<file path="src/rtl/c4_pkg.sv">
// Shared constants, cell codes, FSM states and axis deltas for the connect-four win scanner.
package c4_pkg;

  localparam int unsigned ROWS    = 6;
  localparam int unsigned COLS    = 7;
  localparam int unsigned CELLS   = ROWS * COLS;
  localparam int unsigned WIN_LEN = 4;

  typedef enum logic [1:0] {
    EMPTY = 2'b00,
    P1    = 2'b01,
    P2    = 2'b10
  } cell_t;

  typedef enum logic [2:0] {
    ST_IDLE,
    ST_SETUP,
    ST_REQ,
    ST_WAIT,
    ST_CMP,
    ST_TURN,
    ST_NEXT_AXIS,
    ST_DONE
  } state_t;

  typedef struct packed {
    logic signed [1:0] dr;
    logic signed [1:0] dc;
  } delta_t;

  // Axis 0 horizontal, 1 vertical, 2 down-right diagonal, 3 up-right diagonal; neg flips it.
  function automatic delta_t axis_delta(input logic [1:0] axis, input logic neg);
    delta_t d;
    case (axis)
      2'd0:    begin d.dr = 2'sd0;  d.dc = 2'sd1; end
      2'd1:    begin d.dr = 2'sd1;  d.dc = 2'sd0; end
      2'd2:    begin d.dr = 2'sd1;  d.dc = 2'sd1; end
      default: begin d.dr = -2'sd1; d.dc = 2'sd1; end
    endcase
    if (neg) begin
      d.dr = -d.dr;
      d.dc = -d.dc;
    end
    return d;
  endfunction

endpackage

</file>
<file path="src/rtl/c4_cell_step.sv">
// Combinational origin + step*delta with board bounds check; yields legality and linear cell index.
module c4_cell_step
  import c4_pkg::*;
(
  input  logic [2:0] i_row,
  input  logic [2:0] i_col,
  input  logic [2:0] i_step,
  input  logic [1:0] i_axis,
  input  logic       i_neg,
  output logic       o_legal_c,
  output logic [5:0] o_idx_c
);

  delta_t            w_d;
  logic signed [3:0] w_step;
  logic signed [3:0] w_r;
  logic signed [3:0] w_c;

  assign w_d    = axis_delta(i_axis, i_neg);
  assign w_step = $signed({1'b0, i_step});

  // Deltas are only -1/0/+1, so add or subtract the step instead of multiplying.
  always_comb begin
    w_r = $signed({1'b0, i_row});
    w_c = $signed({1'b0, i_col});
    if (w_d.dr > 0)      w_r = w_r + w_step;
    else if (w_d.dr < 0) w_r = w_r - w_step;
    if (w_d.dc > 0)      w_c = w_c + w_step;
    else if (w_d.dc < 0) w_c = w_c - w_step;
  end

  assign o_legal_c = !w_r[3] && !w_c[3] &&
                     (w_r < $signed(4'(ROWS))) && (w_c < $signed(4'(COLS)));
  assign o_idx_c   = 6'(w_r[2:0]) * 6'(COLS) + 6'(w_c[2:0]);

endmodule

</file>
<file path="src/rtl/c4_win_scanner.sv">
// Walks the shared board read port along four axes from the last placed cell and reports win/draw.
// Optional macro WIN_LINE_EN enables win_axis/win_start_idx capture; otherwise those ports read 0.
module c4_win_scanner
  import c4_pkg::*;
(
  input  logic       CLOCK_50,
  input  logic       Resetn,
  input  logic       new_game,
  input  logic       chk_start,
  input  logic [2:0] chk_row,
  input  logic [2:0] chk_col,
  input  logic [1:0] chk_player,
  output logic       brd_rd_en,
  output logic [5:0] brd_rd_addr,
  input  logic       brd_rd_gnt,
  input  logic [1:0] brd_rd_data,
  output logic       busy,
  output logic       done,
  output logic       win,
  output logic [1:0] win_player,
  output logic       draw,
  output logic [5:0] move_count,
  output logic [1:0] win_axis,
  output logic [5:0] win_start_idx
);

  localparam int unsigned STEP_MAX = WIN_LEN - 1;

  state_t     r_state, w_state_n;
  logic [2:0] r_row, w_row_n;
  logic [2:0] r_col, w_col_n;
  logic [2:0] r_step, w_step_n;
  logic [2:0] r_count, w_count_n;
  logic [1:0] r_player, w_player_n;
  logic [1:0] r_axis, w_axis_n;
  logic [1:0] r_rd_data, w_rd_data_n;
  logic [1:0] r_win_player, w_win_player_n;
  logic       r_dir, w_dir_n;
  logic       r_win, w_win_n;
  logic       r_draw, w_draw_n;
  logic [5:0] r_move_count, w_move_count_n;
  logic       w_take_win;

  logic       r_cell_ok;
  logic       r_rd_en;
  logic [5:0] r_rd_addr;
  logic       r_busy;
  logic       r_done;

  logic       w_legal;
  logic       w_req_ok;
  logic       w_chk_valid;
  logic [5:0] w_idx;

  assign w_chk_valid = (chk_row < 3'(ROWS)) && (chk_col < 3'(COLS)) &&
                       ((chk_player == P1) || (chk_player == P2));

  // Evaluated on next-state coordinates so the read request can be registered.
  c4_cell_step u_cell_step (
    .i_row     (w_row_n),
    .i_col     (w_col_n),
    .i_step    (w_step_n),
    .i_axis    (w_axis_n),
    .i_neg     (w_dir_n),
    .o_legal_c (w_legal),
    .o_idx_c   (w_idx)
  );

  assign w_req_ok = w_legal && (w_step_n <= 3'(STEP_MAX));

  always_ff @(posedge CLOCK_50 or negedge Resetn) begin
    if (!Resetn) begin
      r_state      <= ST_IDLE;
      r_row        <= '0;
      r_col        <= '0;
      r_step       <= '0;
      r_count      <= '0;
      r_player     <= '0;
      r_axis       <= '0;
      r_rd_data    <= '0;
      r_win_player <= '0;
      r_dir        <= 1'b0;
      r_win        <= 1'b0;
      r_draw       <= 1'b0;
      r_move_count <= '0;
    end else begin
      r_state      <= w_state_n;
      r_row        <= w_row_n;
      r_col        <= w_col_n;
      r_step       <= w_step_n;
      r_count      <= w_count_n;
      r_player     <= w_player_n;
      r_axis       <= w_axis_n;
      r_rd_data    <= w_rd_data_n;
      r_win_player <= w_win_player_n;
      r_dir        <= w_dir_n;
      r_win        <= w_win_n;
      r_draw       <= w_draw_n;
      r_move_count <= w_move_count_n;
    end
  end

  always_comb begin
    w_state_n      = r_state;
    w_row_n        = r_row;
    w_col_n        = r_col;
    w_step_n       = r_step;
    w_count_n      = r_count;
    w_player_n     = r_player;
    w_axis_n       = r_axis;
    w_rd_data_n    = r_rd_data;
    w_win_player_n = r_win_player;
    w_dir_n        = r_dir;
    w_win_n        = r_win;
    w_draw_n       = r_draw;
    w_move_count_n = r_move_count;
    w_take_win     = 1'b0;

    case (r_state)
      ST_IDLE: begin
        if (chk_start && !r_win && !r_draw) begin
          if (w_chk_valid) begin
            w_row_n    = chk_row;
            w_col_n    = chk_col;
            w_player_n = chk_player;
            w_state_n  = ST_SETUP;
          end else begin
            w_state_n  = ST_DONE;
          end
        end
      end
      ST_SETUP: begin
        w_axis_n       = 2'd0;
        w_dir_n        = 1'b0;
        w_step_n       = 3'd1;
        w_count_n      = 3'd1;
        w_move_count_n = r_move_count + 6'd1;
        w_state_n      = ST_REQ;
      end
      ST_REQ: begin
        if (!r_cell_ok)      w_state_n = ST_TURN;
        else if (brd_rd_gnt) w_state_n = ST_WAIT;
      end
      ST_WAIT: begin
        w_rd_data_n = brd_rd_data;
        w_state_n   = ST_CMP;
      end
      ST_CMP: begin
        if (r_rd_data == r_player) begin
          w_count_n = r_count + 3'd1;
          if (r_count == 3'(WIN_LEN - 1)) begin
            w_win_n        = 1'b1;
            w_win_player_n = r_player;
            w_take_win     = 1'b1;
            w_state_n      = ST_DONE;
          end else begin
            w_step_n  = r_step + 3'd1;
            w_state_n = ST_REQ;
          end
        end else begin
          w_state_n = ST_TURN;
        end
      end
      ST_TURN: begin
        if (!r_dir) begin
          w_dir_n   = 1'b1;
          w_step_n  = 3'd1;
          w_state_n = ST_REQ;
        end else begin
          w_state_n = ST_NEXT_AXIS;
        end
      end
      ST_NEXT_AXIS: begin
        if (r_axis == 2'd3) begin
          if (r_move_count == 6'(CELLS)) w_draw_n = 1'b1;
          w_state_n = ST_DONE;
        end else begin
          w_axis_n  = r_axis + 2'd1;
          w_dir_n   = 1'b0;
          w_step_n  = 3'd1;
          w_count_n = 3'd1;
          w_state_n = ST_REQ;
        end
      end
      ST_DONE: w_state_n = ST_IDLE;
      default: w_state_n = ST_IDLE;
    endcase

    // new_game wins over any request or scan in flight.
    if (new_game) begin
      w_state_n      = ST_IDLE;
      w_win_n        = 1'b0;
      w_win_player_n = '0;
      w_draw_n       = 1'b0;
      w_move_count_n = '0;
      w_take_win     = 1'b0;
    end
  end

  always_ff @(posedge CLOCK_50 or negedge Resetn) begin
    if (!Resetn) begin
      r_cell_ok <= 1'b0;
      r_rd_en   <= 1'b0;
      r_rd_addr <= '0;
      r_busy    <= 1'b0;
      r_done    <= 1'b0;
    end else begin
      r_cell_ok <= w_req_ok;
      r_rd_en   <= (w_state_n == ST_REQ) && w_req_ok;
      r_rd_addr <= ((w_state_n == ST_REQ) && w_req_ok) ? w_idx : 6'd0;
      r_busy    <= (w_state_n != ST_IDLE);
      r_done    <= (w_state_n == ST_DONE);
    end
  end

  assign brd_rd_en   = r_rd_en;
  assign brd_rd_addr = r_rd_addr;
  assign busy        = r_busy;
  assign done        = r_done;
  assign win         = r_win;
  assign win_player  = r_win_player;
  assign draw        = r_draw;
  assign move_count  = r_move_count;

`ifdef WIN_LINE_EN
  logic [1:0] r_win_axis;
  logic [5:0] r_win_start_idx;
  logic [5:0] r_cell_idx;
  logic [5:0] w_origin_idx;

  assign w_origin_idx = 6'(r_row) * 6'(COLS) + 6'(r_col);

  // A win found walking negative ends on the cell just read; walking positive it starts at the origin.
  always_ff @(posedge CLOCK_50 or negedge Resetn) begin
    if (!Resetn) begin
      r_cell_idx      <= '0;
      r_win_axis      <= '0;
      r_win_start_idx <= '0;
    end else begin
      r_cell_idx <= w_idx;
      if (new_game) begin
        r_win_axis      <= '0;
        r_win_start_idx <= '0;
      end else if (w_take_win) begin
        r_win_axis      <= r_axis;
        r_win_start_idx <= r_dir ? r_cell_idx : w_origin_idx;
      end
    end
  end

  assign win_axis      = r_win_axis;
  assign win_start_idx = r_win_start_idx;
`else
  assign win_axis      = 2'b00;
  assign win_start_idx = 6'd0;
`endif

endmodule

</file>
<file path="config.mk">
export PLATFORM = sky130hd
export DESIGN_NAME = c4_win_scanner
export DESIGN_NICKNAME = d
export VERILOG_FILES = /design/src/rtl/c4_pkg.sv /design/src/rtl/c4_cell_step.sv /design/src/rtl/c4_win_scanner.sv
export SDC_FILE = /design/constraint.sdc
export NUM_CORES = 1
export LEC_CHECK = 0
export ABC_AREA = 1
export BUFFER_PORTS_ARGS = -buffer_cell sky130_fd_sc_hd__buf_4
export CAP_MARGIN = 20
export CORE_MARGIN = 1.5
export CORE_UTILIZATION = 49
export CTS_CLUSTER_DIAMETER = 200
export DETAILED_ROUTE_END_ITERATION = 10
export HOLD_SLACK_MARGIN = 0.08
export PLACE_DENSITY = 0.72
export SLEW_MARGIN = 20
export SYNTH_ARGS = -nofsm -noshare
export SYNTH_HDL_FRONTEND = slang
export SYNTH_SLANG_ARGS = --single-unit
</file>
<file path="constraint.sdc">
create_clock -name CLOCK_50 -period 4.5 [get_ports CLOCK_50]
set_input_delay 0.675 -clock CLOCK_50 [delete_from_list [all_inputs] [get_ports CLOCK_50]]
set_output_delay 0.675 -clock CLOCK_50 [all_outputs]
set_load 0.05 [all_outputs]
</file>
# Word level (Yosys, flattened, before mapping)
# Index checks and enable logic that the tools add are counted.
# word_totals
reg_bits	42
inputBits	15
output_inout_bits	27
word_cells	136
# op_classes
addsub	11
mul	1
order_cmp	9
n_eq_ne	19
mux	49
n_reduce_logical	29
# op_table
op	count
$mux W3	21
$pmux W3 S8	1
$mux W4	5
$mux W6	3
$eq A3 B3 Y1 const B	5
$reduce_bool A2 Y1	7
$eq A3 B2 Y1 const B	4
$pmux W3 S4	1
$pmux W4 S3	1
$reduce_and A3 Y1	4
$mux W2	5
$logic_and A1 B1 Y1	9
$mux W1	9
$pmux W3 S3	1
$add A3 B3 Y4	2
$lt A4 B4 Y1 const B	2
$sub A3 B3 Y4	2
$add A3 B1 Y3 const B	2
$add A6 B1 Y6 const B	1
$add A6 B3 Y6	1
$eq A2 B2 Y1 const B	3
$eq A6 B6 Y1 const B	1
$lt A3 B3 Y1 const B	2
$mul A3 B3 Y6 const B	1
other kinds (16)	25

# Depth between registers and ports, before layout
# logic_depth
word_depth	17
depth_mapped	25
ltp_nobuf	25

# Hierarchy
# Synthesis repeated with hierarchy kept, for this count alone.
# unflattened
hier_cells	395
area_unflattened_um2	3114.2
# by_module_without_submodules
module	n_inst	cells_per_inst	area_each_um2	seq_area_each_um2
c4_win_scanner	1	259	2174.6	1051.0
c4_cell_step	1	136	939.7	0.0

# Worst setup path after synthesis
# Ideal clock, no wire load.
# synth_path
kind	register to register
start	register r_count[0]
end	register r_rd_addr[5], in the netlist brd_rd_addr[5]
setup_ns	0.121
arrival_ns	4.681
t_required_ns	4.379
setup_slack_ns	-0.301
stages_incl_launch_ff	24
path_buffers	0
synth_period_minus_slack_ns	4.801
cell_sequence	dfrtp_1 ha_1 ha_1 inv_1 nand2_1 nand2_1 inv_1 o41ai_1 ha_1 inv_1 fa_1 xnor2_1 nand3_1 nand3_1 inv_1 fa_1 inv_1 fa_1 inv_1 fa_1 nand3_1 nand2_1 xnor2_1 nor2_2
# synth_between
elab_chain_cells	14
word_cells_on_any_way	30
cone_classes	5 x add/sub; 1 x mul; 3 x order compare; 2 x eq/ne; 12 x mux; 7 x reduce/logical
# synth_rtl
element	line_no	text
start: declaration	c4_win_scanner.sv:33	logic [2:0] r_count, w_count_n;
start signal: assignment	c4_win_scanner.sv:91	r_count <= w_count_n;
$eq A3 B2 Y1 (*)	c4_win_scanner.sv:151	if (r_count == 3'(WIN_LEN - 1)) begin
$mux W3 (*)	c4_win_scanner.sv:151	
$mux W3 (*)	c4_win_scanner.sv:149	if (r_rd_data == r_player) begin
$pmux W3 S4 (*)	c4_win_scanner.sv:119	case (r_state)
via u_cell_step.i_step[0]	c4_cell_step.sv:7	input logic [2:0] i_step,
branches (longest 9 deep; another with $mul A3 B3 Y6)	-	
$mux W6 (*)	c4_win_scanner.sv:210	r_rd_addr <= ((w_state_n == ST_REQ) && w_req_ok) ? w_idx : 6'd0;
end signal: assignment	c4_win_scanner.sv:210	
end: declaration	c4_win_scanner.sv:46	logic [5:0] r_rd_addr;
# Mark *: on every way through the listed nets, which the timed path passes.
# A chain may end at the register's enable or synchronous reset.

# Final worst setup path
# layout_path
start	register r_state[0]
end	register r_rd_addr[5], in the netlist brd_rd_addr[5]
# layout_between
word_cells_on_any_way	51
cone_classes	7 x add/sub; 1 x mul; 7 x order compare; 10 x eq/ne; 17 x mux; 9 x reduce/logical
# layout_lines
element	line_no	text
start: declaration	c4_win_scanner.sv:29	state_t r_state, w_state_n;
start signal: assignment	c4_win_scanner.sv:87	r_state <= w_state_n;
$eq A3 B3 Y1 / $eq A3 B1 Y1 (equally long branches)	c4_win_scanner.sv:119	
$pmux W3 S4 (*)	c4_win_scanner.sv:119	
via u_cell_step.i_step[0]	c4_cell_step.sv:7	
branches (longest 9 deep; another with $mul A3 B3 Y6)	-	
$mux W6 (*)	c4_win_scanner.sv:210	
# Marks and branches as above.

==> reports/qor.yml <==
outcome: "completed"
wire_per_inst_um: 12.1
worst_clock_skew_ps: 7.87
cts.root.buffer_cell: "sky130_fd_sc_hd__clkbuf_8"
stdcell_area_sq_um: 3800
worst_path_max_delay_cell: "sky130_fd_sc_hd__fa_1"
post-route-min-period_ps: 4300
worstPathCellList: "nand2_1 > clkinv_1 > nor2_4 > nand3_2 > o41ai_4 > ha_2 > inv_1 > fa_2 > xnor2_1 > nand3_1 > nand3_2 > inv_2 > fa_1 > inv_1 > fa_1 > inv_1 > fa_2 > nand3_1 > nand2_2 > xnor2_2 > nor2_2"
dp_cells: 501
clk_transition_reported_paths_ps: 80
timing.critical_path.required_ps: 4720
netlist_area_sq_um: 3110
ant_nets: 0
areaGrowthSynthToFinish_pct: 22.4
final_max_slew_viol_count: 0
gp_congestion: 0.875
syn_avg_cell_area_sq_um: 8.36
h-tree-depth: 2
cts_tree: "built"
grt_pass1_vias: 2408
timing.setup.critical_path_class: "register to register"
final-setup-viol-count: 0
synthesis.instances: 372
cts-root-to-sink-buffers: 2
placeableCoreArea_sq_um: 6030
yosysWarningCount: 0
post_synth_main_area_contributors: "sky130_fd_sc_hd__dfrtp_1, sky130_fd_sc_hd__ha_1, sky130_fd_sc_hd__inv_1"
timing.critical_path.mode_cell: "sky130_fd_sc_hd__inv_1"
instances_no_fill: 512
global_route.overflow_total: 0
dp_hpwl_um: 4940
max_cap_viols: 0
drtIter0Drc: 64
synth_seq_area_share_pct: 33.8
setup.worst_path.end_class: "register"
die_h_um: 82.7
clock.fmax_ghz: 0.233
launching_element_type_of_the_critical_path: "register"
cp_data_arrival_time_ps: 4520
num_rows: 28
antenna-diode-count: 0
cts_hold_buf: 0
fillerInstances: 552
max_slew.worst_pin.slew_ps: 520
worst_slew_margin_rel_pct: 65.3
post_drt_via_cell_ratio: 4.89
grt_max_degree: 43
port_buffers: 33
drt_pre_antenna_iters: 4
first_pass_grt_wire_length_um: 10400
synth.top_cell.area_share_pct: 33.8
ioPinCount: 42
remaining_drc_errors: 0
wl_um: 6220
cts_buffers: 5
ys_ff_latch: 42
drive_above_1_share_pct: 29.1
routed-via-count: 2505
ff_latch_area_sq_um: 1050
nets: 489
yosysUniqueCellTypes: 38
final.period_utilization_pct: 95.5
worst-path-buf-inv: 5
critical-path-top-delay-family: "adder cells"
floorplan.die.width_um: 82.7
worst-path-max-fanout: 7
start_util_pct: 51.6
grt_util_all_layers_pct: 19.9
clock_sinks: 42
number_of_antenna_violations_at_the_first_check_in_global_routing: 0
hold_class: "input pin to asynchronous set/reset pin"
footprint_of_the_multi_input_gates_sq_um: 1830
postPlaceCellArea_sq_um: 3610
synth_top_cell_by_area: "sky130_fd_sc_hd__dfrtp_1"
worst_stage_delay_on_the_critical_path_ps: 530
clock_latency_reported_for_the_late_side_of_the_worst_skew_pair_ps: 290
final_hold_viol_count: 0
design.die.area_sq_um: 6830
## final timing paths
kind,start,to,slack (ps),cells past startpoint
hold reg to reg,r_count[1],r_count[1],520,1
setup / recovery,r_state[0],brd_rd_addr[5],200,21
max in group asynchronous,Resetn,r_state[0],3750,1
min in group CLOCK_50,r_count[1],r_count[1],520,1
hold / removal,Resetn,r_rd_data[1],360,1
setup reg to reg,r_state[0],brd_rd_addr[5],200,21
## metal layers
metal	share of wire, %	track usage (%)	vias up
met5	0	0	-
met4	0.79	6.50	0
met3	3.1	4.18	6
met2	54	37.2	33
met1	42	22.2	1177
li1	-	-	1289
## cells in the final DEF (no fill, tap or decap), drive strengths merged
master and n:
o211a 1, o41ai 1, dfrtp 42, o31ai 1, bufinv 1, ha 30, nand3b 3, clkinv 4
xnor2 6, conb 8, inv 72, o22ai 2, nand3 27, o21a 1, o211ai 1, nor2 34
a22o 1, o21bai 2, xor2 2, and2 1, buf 59, nand4 7, nor3 10, a21oi 16
o21ai 17, nand2 74, o2111ai 1, fa 8, clkbuf 5
## registers in the layout (all words and copies together), names as in the netlist, 2 cells and up
register,count
r_step,3
r_player,2
r_col,3
r_count,3
brd_rd_addr,6
r_state,3
move_count,6
r_rd_data,2
win_player,2
r_axis,2
r_row,3
## cells by family after synthesis
| kind of cell | after synthesis | share of synthesized area, % |
|---|---|---|
| AO/OA/AOI/OAI | 44 | 8.45 |
| XOR/XNOR | 8 | 2.25 |
| adder cells (fa/ha/maj) | 38 | 17.2 |
| buffers and inverters | 83 | 11.2 |
| flip-flops | 42 | 33.8 |
| other | 1 | 0.121 |
| AND/OR/NAND/NOR | 156 | 26.9 |
## metrics by stage
step	utilization [%]	TNS, ps	setup slack (ps)	hold WS (ps)
6_report	63.1	0	201	361
5_1_grt	63.1	-27.7	-18.2	390
4_1_cts	62.1	0	48.8	375
3_5_place_dp	59.9	-111	-70.6	506
3_3_place_gp	59.9	0	34.4	489
2_1_floorplan	-	0	1.83	379
## layout make-up
class | instances | share of cell area [%]
Multi-Input combinational cell | 254 | 48.0
Clock buffer | 5 | 1.81
Tap cell | 75 | 2.47
Inverter | 74 | 7.30
Clock inverter | 3 | 1.05
Timing Repair Buffer | 59 | 11.6
Sequential cell | 42 | 27.7
## timing repair
action                                 4_1_cts  5_1_grt
endpoints found under the hold margin        0        0
resized for setup                            8       12
buffers inserted                             1        2
setup endpoints to repair                    2        4
cloned                                       0        0
pin swaps                                    7        6
## Yosys cell counts, drive strengths merged
| library cell | count |
|---|---|
| o21ai | 17 |
| nand4 | 7 |
| a22o | 1 |
| a21oi | 16 |
| o211ai | 1 |
| nand3b | 3 |
| conb | 1 |
| o21a | 1 |
| xor2 | 2 |
| nor3 | 10 |
| nor2 | 34 |
| xnor2 | 6 |
| o2111ai | 1 |
| nand3 | 27 |
| and2 | 1 |
| o31ai | 1 |
| o211a | 1 |
| o41ai | 1 |
| dfrtp | 42 |
| o21bai | 2 |
| nand2 | 74 |
| o22ai | 2 |
| clkinv | 2 |
| fa | 8 |
| inv | 72 |
| ha | 30 |
| buf | 9 |
Power is not shown: default switching activity piles up to over one toggle a cycle in this logic, so the estimate is an artifact.
